--- config.mk ---
export PLATFORM = sky130hd
export DESIGN_NAME = div_share_scheduler_flat
export DESIGN_NICKNAME = d
export VERILOG_FILES = /design/src/rtl/div_share_scheduler_pkg.sv /design/src/rtl/div_share_scheduler_if.sv /design/src/rtl/div_share_scheduler_rr_picker.sv /design/src/rtl/div_share_scheduler.sv /design/src/flat_wrapper.sv
export SDC_FILE = /design/constraint.sdc
export NUM_CORES = 1
export LEC_CHECK = 0
export CORE_AREA = 4 4 182 184
export CTS_CLUSTER_SIZE = 24
export DETAILED_ROUTE_END_ITERATION = 12
export DIE_AREA = 0 0 186 188
export GPL_ROUTABILITY_DRIVEN = 0
export PLACE_DENSITY = 0.58
export SETUP_SLACK_MARGIN = 0.5
export SYNTH_ARGS = -nofsm -noshare
export SYNTH_HDL_FRONTEND = slang
export SYNTH_HIERARCHICAL = 1
export SYNTH_SLANG_ARGS = --single-unit
--- constraint.sdc ---
create_clock -name clk -period 5.4 [get_ports clk]
set_clock_uncertainty 0.2 [all_clocks]
set_input_delay 0.81 -clock clk [delete_from_list [all_inputs] [get_ports clk]]
set_output_delay 0.81 -clock clk [all_outputs]
set_load 0.02 [all_outputs]
--- src/rtl/div_share_scheduler_pkg.sv ---
// ============================================================================
// Module      : div_pkg
// Description : Shared constants for the divider-sharing scheduler: op-field
//               bit positions and scheduler state encoding.
// Revision    : 1.0 - initial release
// ============================================================================
`default_nettype none

package div_pkg;

    // Op field decoding: bit0 selects unsigned, bit1 selects remainder.
    localparam int DIV_OP_UNSIGNED_BIT = 0;
    localparam int DIV_OP_REM_BIT      = 1;

    // Scheduler state encoding.
    localparam int         STATE_W = 2;
    localparam logic [1:0] ST_IDLE = 2'd0;
    localparam logic [1:0] ST_BUSY = 2'd1;
    localparam logic [1:0] ST_DONE = 2'd2;

endpackage

`default_nettype wire

--- src/rtl/div_share_scheduler_if.sv ---
// ============================================================================
// Module      : div_share_scheduler_if
// Description : Bundles the requester, divider and writeback signals of the
//               divider-sharing scheduler.
//               master : scheduler side (drives grants, divider start/operands,
//                        writeback result, busy)
//               slave  : environment side (requesters, div32, CDB, control)
// Revision    : 1.0 - initial release
// ============================================================================
`default_nettype none

interface div_share_scheduler_if #(
    parameter int NREQ  = 4,
    parameter int XLEN  = 32,
    parameter int TAG_W = 5
);
    logic                    hci_rdy;
    logic                    flush;
    logic [NREQ-1:0]         req_valid;
    logic [NREQ-1:0]         req_ready;
    logic [NREQ*XLEN-1:0]    req_a;
    logic [NREQ*XLEN-1:0]    req_b;
    logic [NREQ*3-1:0]       req_op;
    logic [NREQ*TAG_W-1:0]   req_vregid;
    logic                    div_in_en;
    logic [XLEN-1:0]         div_a;
    logic [XLEN-1:0]         div_b;
    logic                    div_signed;
    logic                    div_idle;
    logic                    div_out_en;
    logic [XLEN-1:0]         div_q;
    logic [XLEN-1:0]         div_rem;
    logic                    wb_valid;
    logic                    wb_ready;
    logic [TAG_W-1:0]        wb_vregid;
    logic [XLEN-1:0]         wb_val;
    logic                    busy;

    modport master (
        input  hci_rdy, flush, req_valid, req_a, req_b, req_op, req_vregid,
               div_idle, div_out_en, div_q, div_rem, wb_ready,
        output req_ready, div_in_en, div_a, div_b, div_signed,
               wb_valid, wb_vregid, wb_val, busy
    );

    modport slave (
        output hci_rdy, flush, req_valid, req_a, req_b, req_op, req_vregid,
               div_idle, div_out_en, div_q, div_rem, wb_ready,
        input  req_ready, div_in_en, div_a, div_b, div_signed,
               wb_valid, wb_vregid, wb_val, busy
    );

endinterface

`default_nettype wire

--- src/rtl/div_share_scheduler_rr_picker.sv ---
// ============================================================================
// Module      : rr_picker
// Description : Round-robin picker. Selects the first asserted request at or
//               after the pointer, wrapping around.
// Ports       : req_i   - request vector
//               ptr_i   - highest-priority position
//               grant_o - one-hot winner
//               idx_o   - winner index
//               any_o   - at least one request asserted
// Revision    : 1.0 - initial release
// ============================================================================
`default_nettype none

module rr_picker #(
    parameter int NREQ  = 4,
    parameter int PTR_W = 2
) (
    input  logic [NREQ-1:0]  req_i,
    input  logic [PTR_W-1:0] ptr_i,
    output logic [NREQ-1:0]  grant_o,
    output logic [PTR_W-1:0] idx_o,
    output logic             any_o
);

    int w_pos;

    always_comb begin
        grant_o = '0;
        idx_o   = '0;
        any_o   = 1'b0;
        w_pos   = 0;
        for (int k = 0; k < NREQ; k++) begin
            w_pos = (int'(ptr_i) + k) % NREQ;
            if (!any_o && req_i[PTR_W'(w_pos)]) begin
                any_o                  = 1'b1;
                grant_o[PTR_W'(w_pos)] = 1'b1;
                idx_o                  = PTR_W'(w_pos);
            end
        end
    end

endmodule

`default_nettype wire

--- src/rtl/div_share_scheduler.sv ---
// ============================================================================
// Module      : div_share_scheduler
// Description : Shares one multi-cycle divider among NREQ requesters.
//               Round-robin grant, one-cycle divider start pulse, result
//               capture on the divider strobe, valid/ready writeback.
// Ports       : clk      - clock
//               rst      - synchronous reset, active low
//               sched_if - requester / divider / writeback bundle (master)
// Revision    : 1.0 - initial release
// ============================================================================
`default_nettype none

module div_share_scheduler
    import div_pkg::*;
#(
    parameter int NREQ  = 4,
    parameter int XLEN  = 32,
    parameter int TAG_W = 5
) (
    input  logic                  clk,
    input  logic                  rst,
    div_share_scheduler_if.master sched_if
);

    localparam int PTR_W = (NREQ > 1) ? $clog2(NREQ) : 1;

    logic [STATE_W-1:0] state_q, state_d;
    logic [PTR_W-1:0]   rr_ptr_q;
    logic [XLEN-1:0]    a_q, b_q;
    logic [1:0]         op_q;
    logic [TAG_W-1:0]   tag_q;
    logic               div_in_en_q;
    logic               wb_valid_q;
    logic [XLEN-1:0]    wb_val_q;
    logic [TAG_W-1:0]   wb_vregid_q;
    logic               squash_q;

    logic [NREQ-1:0]    w_grant;
    logic [PTR_W-1:0]   w_idx;
    logic               w_any;
    logic               w_issue_ok;
    logic               w_issue;
    logic               w_wb_hs;

    rr_picker #(.NREQ(NREQ), .PTR_W(PTR_W)) u_picker (
        .req_i   (sched_if.req_valid),
        .ptr_i   (rr_ptr_q),
        .grant_o (w_grant),
        .idx_o   (w_idx),
        .any_o   (w_any)
    );

    // Grants only from IDLE with the divider free and the pipeline running;
    // rst is included so no handshake is offered while reset is held.
    assign w_issue_ok = (state_q == ST_IDLE) && rst && sched_if.hci_rdy &&
                        sched_if.div_idle && !sched_if.flush;
    assign w_issue    = w_issue_ok && w_any;
    assign w_wb_hs    = wb_valid_q && sched_if.wb_ready && sched_if.hci_rdy;

    // State register
    always_ff @(posedge clk) begin
        if (!rst) begin
            state_q <= ST_IDLE;
        end else begin
            state_q <= state_d;
        end
    end

    // Next-state logic
    always_comb begin
        state_d = state_q;
        case (state_q)
            ST_IDLE: if (w_issue) state_d = ST_BUSY;
            // A flush arriving with the strobe discards the result too.
            ST_BUSY: if (sched_if.div_out_en)
                         state_d = (squash_q || sched_if.flush) ? ST_IDLE : ST_DONE;
            ST_DONE: if (sched_if.flush || w_wb_hs) state_d = ST_IDLE;
            default: state_d = ST_IDLE;
        endcase
    end

    // Datapath registers
    always_ff @(posedge clk) begin
        if (!rst) begin
            rr_ptr_q    <= '0;
            a_q         <= '0;
            b_q         <= '0;
            op_q        <= '0;
            tag_q       <= '0;
            div_in_en_q <= 1'b0;
            wb_valid_q  <= 1'b0;
            wb_val_q    <= '0;
            wb_vregid_q <= '0;
            squash_q    <= 1'b0;
        end else begin
            div_in_en_q <= w_issue;
            if (w_issue) begin
                a_q      <= sched_if.req_a[int'(w_idx)*XLEN +: XLEN];
                b_q      <= sched_if.req_b[int'(w_idx)*XLEN +: XLEN];
                op_q     <= sched_if.req_op[int'(w_idx)*3 +: 2];
                tag_q    <= sched_if.req_vregid[int'(w_idx)*TAG_W +: TAG_W];
                rr_ptr_q <= (int'(w_idx) == NREQ - 1) ? '0 : w_idx + 1'b1;
            end
            // The divider cannot be aborted, so a flush while it runs only
            // marks the op; the result is dropped when it arrives.
            if (state_q == ST_BUSY) begin
                if (sched_if.div_out_en) begin
                    wb_val_q    <= op_q[DIV_OP_REM_BIT] ? sched_if.div_rem
                                                        : sched_if.div_q;
                    wb_vregid_q <= tag_q;
                    wb_valid_q  <= !(squash_q || sched_if.flush);
                    squash_q    <= 1'b0;
                end else if (sched_if.flush) begin
                    squash_q    <= 1'b1;
                end
            end
            if ((state_q == ST_DONE) && (sched_if.flush || w_wb_hs)) begin
                wb_valid_q <= 1'b0;
            end
        end
    end

    // Outputs
    always_comb begin
        sched_if.req_ready  = w_issue_ok ? w_grant : '0;
        sched_if.div_in_en  = div_in_en_q;
        sched_if.div_a      = a_q;
        sched_if.div_b      = b_q;
        sched_if.div_signed = !op_q[DIV_OP_UNSIGNED_BIT];
        sched_if.wb_valid   = wb_valid_q;
        sched_if.wb_val     = wb_val_q;
        sched_if.wb_vregid  = wb_vregid_q;
        sched_if.busy       = (state_q != ST_IDLE);
    end

endmodule

`default_nettype wire

--- src/flat_wrapper.sv ---
// flat-port wrapper written by rule: the top's interface ports become plain ports
module div_share_scheduler_flat import div_pkg::*;
#(
    parameter int NREQ  = 4,
    parameter int XLEN  = 32,
    parameter int TAG_W = 5
)
  (clk, rst, sched_if_hci_rdy, sched_if_flush, sched_if_req_valid, sched_if_req_a, sched_if_req_b, sched_if_req_op, sched_if_req_vregid, sched_if_div_idle, sched_if_div_out_en, sched_if_div_q, sched_if_div_rem, sched_if_wb_ready, sched_if_req_ready, sched_if_div_in_en, sched_if_div_a, sched_if_div_b, sched_if_div_signed, sched_if_wb_valid, sched_if_wb_vregid, sched_if_wb_val, sched_if_busy);
  div_share_scheduler_if #(.NREQ(NREQ), .XLEN(XLEN), .TAG_W(TAG_W)) sched_if_i ();
  input  logic clk;
  input  logic rst;
  input wire logic [$bits(sched_if_i.hci_rdy)-1:0] sched_if_hci_rdy;
  input wire logic [$bits(sched_if_i.flush)-1:0] sched_if_flush;
  input wire logic [$bits(sched_if_i.req_valid)-1:0] sched_if_req_valid;
  input wire logic [$bits(sched_if_i.req_a)-1:0] sched_if_req_a;
  input wire logic [$bits(sched_if_i.req_b)-1:0] sched_if_req_b;
  input wire logic [$bits(sched_if_i.req_op)-1:0] sched_if_req_op;
  input wire logic [$bits(sched_if_i.req_vregid)-1:0] sched_if_req_vregid;
  input wire logic [$bits(sched_if_i.div_idle)-1:0] sched_if_div_idle;
  input wire logic [$bits(sched_if_i.div_out_en)-1:0] sched_if_div_out_en;
  input wire logic [$bits(sched_if_i.div_q)-1:0] sched_if_div_q;
  input wire logic [$bits(sched_if_i.div_rem)-1:0] sched_if_div_rem;
  input wire logic [$bits(sched_if_i.wb_ready)-1:0] sched_if_wb_ready;
  output wire logic [$bits(sched_if_i.req_ready)-1:0] sched_if_req_ready;
  output wire logic [$bits(sched_if_i.div_in_en)-1:0] sched_if_div_in_en;
  output wire logic [$bits(sched_if_i.div_a)-1:0] sched_if_div_a;
  output wire logic [$bits(sched_if_i.div_b)-1:0] sched_if_div_b;
  output wire logic [$bits(sched_if_i.div_signed)-1:0] sched_if_div_signed;
  output wire logic [$bits(sched_if_i.wb_valid)-1:0] sched_if_wb_valid;
  output wire logic [$bits(sched_if_i.wb_vregid)-1:0] sched_if_wb_vregid;
  output wire logic [$bits(sched_if_i.wb_val)-1:0] sched_if_wb_val;
  output wire logic [$bits(sched_if_i.busy)-1:0] sched_if_busy;
  assign sched_if_i.hci_rdy = sched_if_hci_rdy;
  assign sched_if_i.flush = sched_if_flush;
  assign sched_if_i.req_valid = sched_if_req_valid;
  assign sched_if_i.req_a = sched_if_req_a;
  assign sched_if_i.req_b = sched_if_req_b;
  assign sched_if_i.req_op = sched_if_req_op;
  assign sched_if_i.req_vregid = sched_if_req_vregid;
  assign sched_if_i.div_idle = sched_if_div_idle;
  assign sched_if_i.div_out_en = sched_if_div_out_en;
  assign sched_if_i.div_q = sched_if_div_q;
  assign sched_if_i.div_rem = sched_if_div_rem;
  assign sched_if_i.wb_ready = sched_if_wb_ready;
  assign sched_if_req_ready = sched_if_i.req_ready;
  assign sched_if_div_in_en = sched_if_i.div_in_en;
  assign sched_if_div_a = sched_if_i.div_a;
  assign sched_if_div_b = sched_if_i.div_b;
  assign sched_if_div_signed = sched_if_i.div_signed;
  assign sched_if_wb_valid = sched_if_i.wb_valid;
  assign sched_if_wb_vregid = sched_if_i.wb_vregid;
  assign sched_if_wb_val = sched_if_i.wb_val;
  assign sched_if_busy = sched_if_i.busy;
  div_share_scheduler #(.NREQ(NREQ), .XLEN(XLEN), .TAG_W(TAG_W)) u_core (.clk(clk), .rst(rst), .sched_if(sched_if_i));
endmodule
==> run_results.csv, run 1 <==
group,metric,value,unit
floorplan,placementRows,65,
worst_hold_path,hold_path.class,"reg2reg",
layout,final_net_count,1466,
layout,mostFrequentLayoutCell,"sky130_fd_sc_hd__clkdlybuf4s50_1",
critical_path,crit_required,4.39,ns
sta,hold_viol,0,
synth,synth_fp_nets,1040,
sta,timing.slew.headroom,33.8,%
clock_tree,max-clock-path-buffers,2,
global_routing,antenna_found_initial,0,
sta,hold-worst-slack,0.246,ns
place,number_of_placed_instances_taps_included,1477,
layout,area_growth,80.9,%
sta,rsz0062_at_grt,"false",
critical_path,cpMostUsedCell,"sky130_fd_sc_hd__clkdlybuf4s50_1",
floorplan,die_width,186,um
global_routing,grt_pass1_vias,7401,
clock_tree,cts-htree-levels,4,
critical_path,slowest_stage,"sky130_fd_sc_hd__mux4_1",
layout,final_area,12200,sq um
layout,post_route_cells_drive_above_1_share,11.4,%
critical_path,slowest_delay,0.75,ns
pwr,power.switching_fraction,26.5,%
route,drt_pass1_iterations,4,
pwr,power_per_cell_area,234,nW/um^2
clock_tree,cts_tree,"yes",
pwr,pwr-share-comb,29.3,%
sta,finalWorstPathRequiredPeriod,4.54,ns
critical_path,cp-start-kind,"input pin",
route,detail-route-antenna-nets,0,
sta,fmax,220,MHz
critical_path,timing.setup.critical_path_class,"in2out",
worst_hold_path,min_from,"u_core/sched_if.div_b[25]$_SDFFE_PN0P_",
critical_path,critical_path.endpoint_type,"output port",
layout,antennaDiodeCount,0,
route,finalWirelength,28600,um
synth,netlist_instances,668,
place,io_buffers,467,
synth,ys_seq_area_share,34.1,%
clock_tree,cts_inserted_buffers,17,
sta,share_of_the_cycle_needed_by_the_critical_path_after_routing,84.1,%
synth,synth.distinct_cells,43,
run,max_cap_violations,0,
global_routing,grt_pass1_wl,42600,um
sta,tightestPinTransition,0.993,ns
layout,finish.cell_count_without_fillers,1508,
critical_path,data_arrival_critical_path,3.53,ns
pwr,power_leakage,4.09,nW
critical_path,crit_path_cell_trace,"clkdlybuf4s50_1 > mux4_1 > nor2_1 > o2111ai_1 > nand3_1 > and2_1 > clkdlybuf4s50_1",
floorplan,chipHeight,188,um
synth,post_synth_instance_area,6750,sq um
critical_path,critical_path.reg2reg.endpoint,"u_core/tag_q[4]$_SDFFE_PN0P_",
sta,timing.final.ws_setup,0.859,ns
floorplan,die_area,35000,sq um
floorplan,coreArea,31400,sq um
worst_hold_path,number_of_cells_on_the_worst_hold_path,2,
route,first_iter_violations,283,
pwr,cellInternalPower,0.00210,W
synth,number_of_flip_flops_and_latches_in_the_synthesized_netlist,115,
pwr,p_switching,0.000755,W
place,dp_wirelength,21900,um
route,via_per_inst,4.59,
sta,timing.final.max_slew_violations,0,
critical_path,timing.critical_path.max_delay_family,"buffers and inverters",
place,placedInstanceArea,11600,sq um
clock_tree,clkTransAtPathRegs,0.05,ns
floorplan,initial_utilization,21.5,%
clock_tree,clk-insertion-delay-late,0.39,ns
pwr,clkPwrFrac,38.7,%
clock_tree,cts_num_sinks,115,
critical_path,rr_startpoint,"u_core/rr_ptr_q[1]$_SDFFE_PN0P_",
critical_path,rr_worst_depth,9,
pwr,irDropWorstVdd,0.216,mV
global_routing,overflow,0,
outcome,outcome,"completed",
pwr,seq_power_share,32.0,%
sta,final.setup.tns,0,ns
layout,layout.cells.most_common_list,"sky130_fd_sc_hd__clkdlybuf4s50_1, sky130_fd_sc_hd__dfxtp_1, sky130_fd_sc_hd__nand2_1",
place,dp_slack,0.873,ns
sta,timing.final.setup_violations,0,
route,routed_length_per_placed_instance,19.0,um
global_routing,grt_max_degree,76,
global_routing,grt_usage,15.6,%
clock_tree,cts-root-buf,"sky130_fd_sc_hd__clkbuf_16",
worst_hold_path,whs_endpoint,"u_core/sched_if.div_b[25]$_SDFFE_PN0P_",
floorplan,pin_count,472,
synth,synth_warnings,6,
critical_path,cp.buffers_inverters,2,
critical_path,worst-path-max-fanout,13,
route,vias,6920,
critical_path,regToRegSetupSlack,1.67,ns
route,drt_drc_violations_left,0,
synth,synth.avg_cell_area,10.1,sq um
## sequential cells by signal (all words and copies together) (netlist names)
| signal | cells |
|---|---|
| u_core/op_q | 2 |
| u_core/rr_ptr_q | 2 |
| u_core/sched_if.div_a | 32 |
| u_core/sched_if.div_b | 32 |
| u_core/sched_if.div_in_en | 1 |
| u_core/sched_if.wb_val | 32 |
| u_core/sched_if.wb_valid | 1 |
| u_core/sched_if.wb_vregid | 5 |
| u_core/squash_q | 1 |
| u_core/state_q | 2 |
| u_core/tag_q | 5 |
## per-layer routing
metal	vias to the layer above	part of all wire [%]	wire length (um)	global-route usage, %
li1	3354	-	-	-
met3	21	8.4	2410	4.66
met2	310	51	14600	28.6
met5	-	0	0	0
met1	3235	39	11300	17.9
met4	0	1.2	330	3.20
## worst max path at each step
stage                                               start                                      to  slack, ns  cells past startpoint
after floorplan           u_core/rr_ptr_q[0]$_SDFFE_PN0P_  u_core/sched_if.div_b[22]$_SDFFE_PN0P_       1.90                     13
after global placement              sched_if_req_valid[1]                   sched_if_req_ready[3]       0.94                      7
after detailed placement            sched_if_req_valid[2]                   sched_if_req_ready[2]       0.87                      7
after CTS                 u_core/rr_ptr_q[1]$_SDFFE_PN0P_                   sched_if_req_ready[2]       0.75                      8
after global routing                sched_if_req_valid[1]                   sched_if_req_ready[2]       0.67                      7
final                               sched_if_req_valid[2]                   sched_if_req_ready[2]       0.86                      7
## tightest hold or removal path, stage by stage (launching register included)
cell and delay, ns:
sky130_fd_sc_hd__dfxtp_1 0.30, sky130_fd_sc_hd__nand2_1 0.05, sky130_fd_sc_hd__o21ai_1 0.05
## repair_timing
action	in CTS	in global routing
gates resized for setup	0	1
hold buffers	0	0
buffers inserted	0	0
setup endpoints to repair	0	2
## metrics by stage
step,utilization (%),total power (W)
after floorplan,-,0.00137
after global placement,37.1,0.00177
after detailed placement,37.1,0.00178
after CTS,38.9,0.00291
after global routing,38.9,0.00300
final,38.9,0.00285
## cell families after synthesis
group           Yosys count  synth area share [%]
simple gates            222                  15.3
compound gates          136                  12.1
flops                   115                  34.1
mux                     110                  30.3
buf+inv                  76                  6.49
fa+ha+maj                 9                  1.67
## Yosys cell counts, drive strengths merged
library cell	number	area [sq um]
nand2	83	312
a211oi	32	240
nor4b	3	32.5
o21a	1	7.51
nor2	35	131
a32o	1	10.0
a21oi	11	55.1
mux4	75	1690
nand2b	3	18.8
o2111ai	2	17.5
a21bo	1	10.0
dfxtp	115	2300
a221o	1	10.0
or2	1	6.26
a41o	1	10.0
a31oi	4	25.0
inv	7	26.3
and3b	1	8.76
mux2i	35	350
clkbuf	13	48.8
a21o	2	15.0
and4b	1	10.0
o221a	1	11.3
o31ai	2	15.0
ha	9	113
and2	6	37.5
nand3b	4	30.0
nor2b	3	18.8
or4	1	11.3
nand3	77	385
nor3	2	10.0
o21ai	75	375
a211o	1	8.76
a311oi	1	8.76
buf	56	363
nor3b	2	20.0
## power groups by stage
stage	Sequential [W]	Clock, W	Combinational (W)
6_report	0.000911	0.00110	0.000835
2_1_floorplan	0.000961	0	0.000410
5_1_grt	0.000916	0.00119	0.000895
3_5_place_dp	0.000929	0	0.000847
3_3_place_gp	0.000928	0	0.000846
4_1_cts	0.000911	0.00115	0.000850
## cell type report
cell class,count,area [sq um]
fill,3128,19200
timing repair buffer,476,4760
multi-input combinational,477,4040
sequential,115,2300
tap,402,503
clock buffer,21,460
clock inverter,10,109
inverter,7,26.3
Note: power is estimated with default switching activity, not from simulation.
==> run 2: changes to the inputs <==
--- a/config.mk
+++ b/config.mk
@@ -5,12 +5,12 @@
 export SDC_FILE = /design/constraint.sdc
 export NUM_CORES = 1
 export LEC_CHECK = 0
-export CORE_AREA = 4 4 182 184
+export CORE_AREA = 4 4 179 181
 export CTS_CLUSTER_SIZE = 24
 export DETAILED_ROUTE_END_ITERATION = 12
-export DIE_AREA = 0 0 186 188
+export DIE_AREA = 0 0 183 185
 export GPL_ROUTABILITY_DRIVEN = 0
-export PLACE_DENSITY = 0.58
+export PLACE_DENSITY = 0.59
 export SETUP_SLACK_MARGIN = 0.5
 export SYNTH_ARGS = -nofsm -noshare
 export SYNTH_HDL_FRONTEND = slang
==> constraint.sdc (replaced) <==
create_clock -name clk -period 4.3 [get_ports clk]
set_clock_uncertainty 0.2 [all_clocks]
set_input_delay 0.645 -clock clk [delete_from_list [all_inputs] [get_ports clk]]
set_output_delay 0.645 -clock clk [all_outputs]
set_load 0.02 [all_outputs]
==> run 2 against run 1 <==
Final cell count is 0.93% higher. Sequential power grew 25%. Setup slack worse by 0.27 ns. Power up 29%. Wire length up 4.4%. Utilization is 1.8 points higher. Worst hold slack barely moved. Count of clock-buffer cells in the layout is 3 lower. Final area increased by 1.4%. Critical path depth rose by 1. Register-to-register slack worse by 0.74 ns.
==> run_results.csv, run 2 (synthesized netlist as in run 1, its figures left out) <==
group,metric,value,unit
global_routing,met2_usage,27.5,%
layout,final_util,40.7,%
route,first_iter_violations,293,
place,io_buffers,467,
route,drt_pass1_iterations,6,
critical_path,rr_worst_depth,9,
pwr,irDropWorstVdd,0.239,mV
floorplan,coreArea,30400,sq um
sta,fmax,269,MHz
clock_tree,clkTransAtPathRegs,0.06,ns
clock_tree,cts_num_sinks,115,
floorplan,placementRows,64,
layout,mostFrequentLayoutCell,"sky130_fd_sc_hd__clkdlybuf4s50_1",
floorplan,die_area,33900,sq um
worst_hold_path,hold_path.class,"reg2reg",
global_routing,grt_pass1_vias,7237,
floorplan,chipHeight,185,um
global_routing,grt_pass1_wl,43000,um
global_routing,grt_usage,16.5,%
critical_path,crit_path_cell_trace,"clkdlybuf4s50_1 > mux4_1 > buf_4 > nor4b_2 > a31oi_1 > nand3_1 > and2_1 > dlygate4sd2_1",
sta,timing.slew.headroom,24.0,%
sta,share_of_the_cycle_needed_by_the_critical_path_after_routing,86.4,%
clock_tree,max-clock-path-buffers,2,
global_routing,met3_usage,4.58,%
sta,timing.final.max_slew_violations,0,
global_routing,layer_carrying_the_most_global_route_usage,"met2",
critical_path,worst-path-max-fanout,12,
clock_tree,cts_hold_buf,0,
global_routing,overflow,0,
route,routed_length_per_placed_instance,19.6,um
sta,tightestPinTransition,1.14,ns
critical_path,critical_path.endpoint_type,"output port",
critical_path,cp.buffers_inverters,3,
place,dp_wirelength,23300,um
route,drt_drc_violations_left,0,
layout,layout.cells.most_common_list,"sky130_fd_sc_hd__clkdlybuf4s50_1, sky130_fd_sc_hd__dfxtp_1, sky130_fd_sc_hd__nand2_1",
floorplan,pin_count,472,
route,finalWirelength,29900,um
critical_path,slowest_stage,"sky130_fd_sc_hd__mux4_1",
critical_path,critical_path.reg2reg.endpoint,"u_core/sched_if.div_b[28]$_SDFFE_PN0P_",
pwr,power_per_cell_area,298,nW/um^2
floorplan,initial_utilization,22.2,%
sta,final.setup.tns,0,ns
clock_tree,clk-insertion-delay-late,0.40,ns
clock_tree,cts_inserted_buffers,17,
worst_hold_path,min_from,"u_core/sched_if.div_b[12]$_SDFFE_PN0P_",
clock_tree,cts-htree-levels,4,
sta,hold_viol,0,
clock_tree,cts_tree,"yes",
route,detail-route-antenna-nets,0,
outcome,outcome,"completed",
global_routing,grt_max_degree,76,
sta,finalWorstPathRequiredPeriod,3.71,ns
critical_path,regToRegSetupSlack,0.93,ns
global_routing,grt_util_met1,21.2,%
worst_hold_path,number_of_cells_on_the_worst_hold_path,2,
pwr,power_leakage,4.21,nW
critical_path,rr_startpoint,"u_core/rr_ptr_q[0]$_SDFFE_PN0P_",
layout,post_route_cells_drive_above_1_share,13.3,%
critical_path,cp-start-kind,"input pin",
layout,final_net_count,1484,
run,max_cap_violations,0,
critical_path,timing.setup.critical_path_class,"in2out",
route,via_per_inst,4.72,
critical_path,data_arrival_critical_path,2.87,ns
floorplan,die_width,183,um
global_routing,antenna_found_initial,3,
critical_path,slowest_delay,0.59,ns
layout,area_growth,83.5,%
sta,timing.final.setup_violations,0,
clock_tree,cts-root-buf,"sky130_fd_sc_hd__clkbuf_16",
critical_path,crit_required,3.45,ns
worst_hold_path,whs_endpoint,"u_core/sched_if.div_b[12]$_SDFFE_PN0P_",
critical_path,timing.critical_path.max_delay_family,"buffers and inverters",
sta,rsz0062_at_grt,"true",
route,vias,7184,
==> run 2: cell count changes in the layout (fill, tap and decap cells not counted), sizes merged <==
cell           change
buf               +18
dlygate4sd2        +1
dlymetal6s2s       +1
clkdlybuf4s15      +1
diode              +1
clkdlybuf4s50      -4
clkinv             -1
inv                +3
clkinvlp           +2
clkbuf             -2
==> run 2: layer usage <==
metal / vias to the layer above / wire length (um)
met5: - / 7
met4: 2 / 497
met3: 27 / 2450
met2: 351 / 14600
met1: 3409 / 12300
li1: 3395 / -
==> run 2: timing repair <==
item	in CTS	in global routing
buffers inserted	0	0
pin swaps	0	0
setup endpoints to repair	4	4
cloned	0	0
gates resized for setup	3	7
==> run 2: worst max path at each step <==
| stage | startpoint | endpoint | slack, ns | depth (start not counted) |
|---|---|---|---|---|
| floorplan | u_core/rr_ptr_q[0]$_SDFFE_PN0P_ | u_core/sched_if.div_b[22]$_SDFFE_PN0P_ | 0.80 | 13 |
| global placement | sched_if_req_valid[2] | sched_if_req_ready[3] | 0.31 | 7 |
| detailed placement | sched_if_req_valid[1] | sched_if_req_ready[3] | 0.27 | 8 |
| CTS | sched_if_req_valid[3] | sched_if_req_ready[2] | 0.30 | 7 |
| global route | sched_if_req_valid[1] | sched_if_req_ready[2] | 0.50 | 8 |
| finish | sched_if_req_valid[1] | sched_if_req_ready[3] | 0.59 | 8 |
==> run 2: where the power goes <==
group          internal, W  total [W]  leakage [nW]  switching (W)
clock network     0.000874    0.00144         0.279       0.000569
logic             0.000671    0.00110          3.00       0.000426
registers          0.00111    0.00114         0.933      0.0000321
==> run 2: layout make-up <==
cell class	instances	area, sq um
fill	2964	18000
timing repair buffer	494	4910
multi-input combinational	477	4050
sequential	115	2300
tap	396	495
clock buffer	18	439
clock inverter	14	153
inverter	7	26.3
antenna	1	2.50
==> run 2: worst min-delay path: stages (launching register included) <==
cell and delay, ns:
sky130_fd_sc_hd__dfxtp_1 0.31, sky130_fd_sc_hd__nand2_1 0.05, sky130_fd_sc_hd__o21ai_1 0.05
==> run 2: per-stage QoR <==
| step | instance area [sq um] | std cells | setup slack [ns] | power [W] | hold WS, ns |
|---|---|---|---|---|---|
| global route | 12400 | 1522 | 0.498 | 0.00387 | 0.267 |
| detailed placement | 11800 | 1489 | 0.272 | 0.00227 | 0.239 |
| CTS | 12400 | 1521 | 0.303 | 0.00375 | 0.249 |
| global placement | 11800 | 1489 | 0.314 | 0.00227 | 0.235 |
| finish | 12400 | 1522 | 0.586 | 0.00368 | 0.246 |
| floorplan | 6750 | 668 | 0.803 | 0.00172 | 0.229 |
==> run 3: changes to the inputs <==
--- a/config.mk
+++ b/config.mk
@@ -11,7 +11,8 @@
 export DIE_AREA = 0 0 183 185
 export GPL_ROUTABILITY_DRIVEN = 0
 export PLACE_DENSITY = 0.59
-export SETUP_SLACK_MARGIN = 0.5
+export SETUP_SLACK_MARGIN = 0.4
+export SKIP_LAST_GASP = 1
 export SYNTH_ARGS = -nofsm -noshare
 export SYNTH_HDL_FRONTEND = slang
 export SYNTH_HIERARCHICAL = 1
==> run 3 against run 2 <==
Sequential power about the same. Largest power group unchanged. Via count decreased by 0.15%. Power about the same. Highest routed layer unchanged. Count of clock-buffer cells in the layout unchanged.
==> run_results.csv, run 3 (synthesized netlist as in run 1, its figures left out) <==
group,metric,value,unit
pwr,irDropWorstVdd,0.239,mV
route,first_iter_violations,292,
floorplan,chipHeight,185,um
worst_hold_path,hold_path.class,"reg2reg",
layout,final_net_count,1484,
floorplan,coreArea,30400,sq um
route,via_per_inst,4.71,
sta,fmax,268,MHz
critical_path,worst-path-max-fanout,8,
route,routed_length_per_placed_instance,19.6,um
route,finalWirelength,29900,um
floorplan,initial_utilization,22.2,%
clock_tree,cts_num_sinks,115,
critical_path,critical_path.endpoint_type,"output port",
place,placedInstanceArea,11800,sq um
route,vias,7173,
floorplan,die_width,183,um
global_routing,overflow,0,
pwr,power_per_cell_area,298,nW/um^2
route,detail-route-antenna-nets,0,
global_routing,antenna_found_initial,3,
clock_tree,cts-root-buf,"sky130_fd_sc_hd__clkbuf_16",
sta,timing.final.ws_setup,0.569,ns
sta,rsz0062_at_grt,"false",
floorplan,die_area,33900,sq um
critical_path,data_arrival_critical_path,2.89,ns
place,dp_wirelength,23300,um
layout,post_route_cells_drive_above_1_share,13.2,%
layout,area_growth,83.5,%
clock_tree,cts_tree,"yes",
sta,share_of_the_cycle_needed_by_the_critical_path_after_routing,86.8,%
clock_tree,cts_inserted_buffers,17,
clock_tree,cts-htree-levels,4,
critical_path,crit_required,3.45,ns
pwr,power_leakage,4.22,nW
sta,timing.final.max_slew_violations,0,
sta,tightestPinTransition,1.14,ns
floorplan,pin_count,472,
layout,final_area,12400,sq um
place,io_buffers,467,
global_routing,grt_pass1_wl,43000,um
sta,final.setup.tns,0,ns
global_routing,grt_usage,16.5,%
critical_path,cp-start-kind,"input pin",
floorplan,placementRows,64,
route,drt_drc_violations_left,0,
layout,final_util,40.7,%
place,dp_slack,0.272,ns
pwr,total_power,0.00368,W
clock_tree,clk-insertion-delay-late,0.40,ns
sta,timing.slew.headroom,24.3,%
layout,mostFrequentLayoutCell,"sky130_fd_sc_hd__clkdlybuf4s50_1",
sta,timing.final.setup_violations,0,
layout,layout.cells.most_common_list,"sky130_fd_sc_hd__clkdlybuf4s50_1, sky130_fd_sc_hd__dfxtp_1, sky130_fd_sc_hd__nand2_1",
sta,hold_viol,0,
global_routing,grt_pass1_vias,7237,
outcome,outcome,"completed",
critical_path,timing.setup.critical_path_class,"in2out",
sta,finalWorstPathRequiredPeriod,3.73,ns
route,drt_pass1_iterations,6,
global_routing,grt_max_degree,76,
clock_tree,clkTransAtPathRegs,0.06,ns
run,max_cap_violations,0,
clock_tree,max-clock-path-buffers,2,
==> run 3: final cells by class <==
cell class | count | area [sq um]
Tap cell | 396 | 495
Clock inverter | 14 | 153
Antenna cell | 1 | 2.50
Sequential cell | 115 | 2300
Clock buffer | 18 | 439
Fill cell | 2964 | 18000
Multi-Input combinational cell | 477 | 4050
Timing Repair Buffer | 494 | 4910
Inverter | 7 | 26.3
==> run 3: timing repair <==
item,4_1_cts,5_1_grt
hold buffers,0,0
gates resized for setup,3,3
setup endpoints to repair,4,2
setup buffers,0,0
==> run 3: metrics by stage <==
stage	hold WS, ns	cells
finish	0.246	1522
global route	0.267	1522
CTS	0.249	1521
detailed placement	0.239	1489
global placement	0.235	1489
floorplan	0.229	668
==> run 3: worst paths after layout <==
path	start	endpoint	slack (ns)	cells past startpoint
setup reg to reg	u_core/rr_ptr_q[0]$_SDFFE_PN0P_	u_core/op_q[0]$_SDFFE_PN0P_	0.94	9
setup / recovery	sched_if_req_valid[2]	sched_if_req_ready[3]	0.57	7
hold reg to reg	u_core/sched_if.div_b[12]$_SDFFE_PN0P_	u_core/sched_if.div_b[12]$_SDFFE_PN0P_	0.25	2
hold / removal	u_core/sched_if.div_b[12]$_SDFFE_PN0P_	u_core/sched_if.div_b[12]$_SDFFE_PN0P_	0.25	2
==> run 3: power by group <==
part           switching (W)  leakage (nW)  total (W)  internal (W)
Combinational       0.000425          3.01    0.00110      0.000671
Sequential         0.0000321         0.933    0.00114       0.00111
Clock               0.000569         0.279    0.00144      0.000874
Total                0.00103          4.22    0.00368       0.00266
==> run 3: routing by layer <==
metal  global-route usage [%]  wire (um)
met1                     21.2      12300
met2                     27.5      14600
met4                     4.47        503
met5                        0          7
met3                     4.58       2530
==> run 3: worst max-delay path: stages <==
cell	delay [ns]
sky130_fd_sc_hd__clkdlybuf4s50_1	0.51
sky130_fd_sc_hd__mux4_2	0.61
sky130_fd_sc_hd__nor2_1	0.36
sky130_fd_sc_hd__o2111ai_1	0.17
sky130_fd_sc_hd__nand3_1	0.10
sky130_fd_sc_hd__and2_1	0.12
sky130_fd_sc_hd__dlygate4sd2_1	0.36
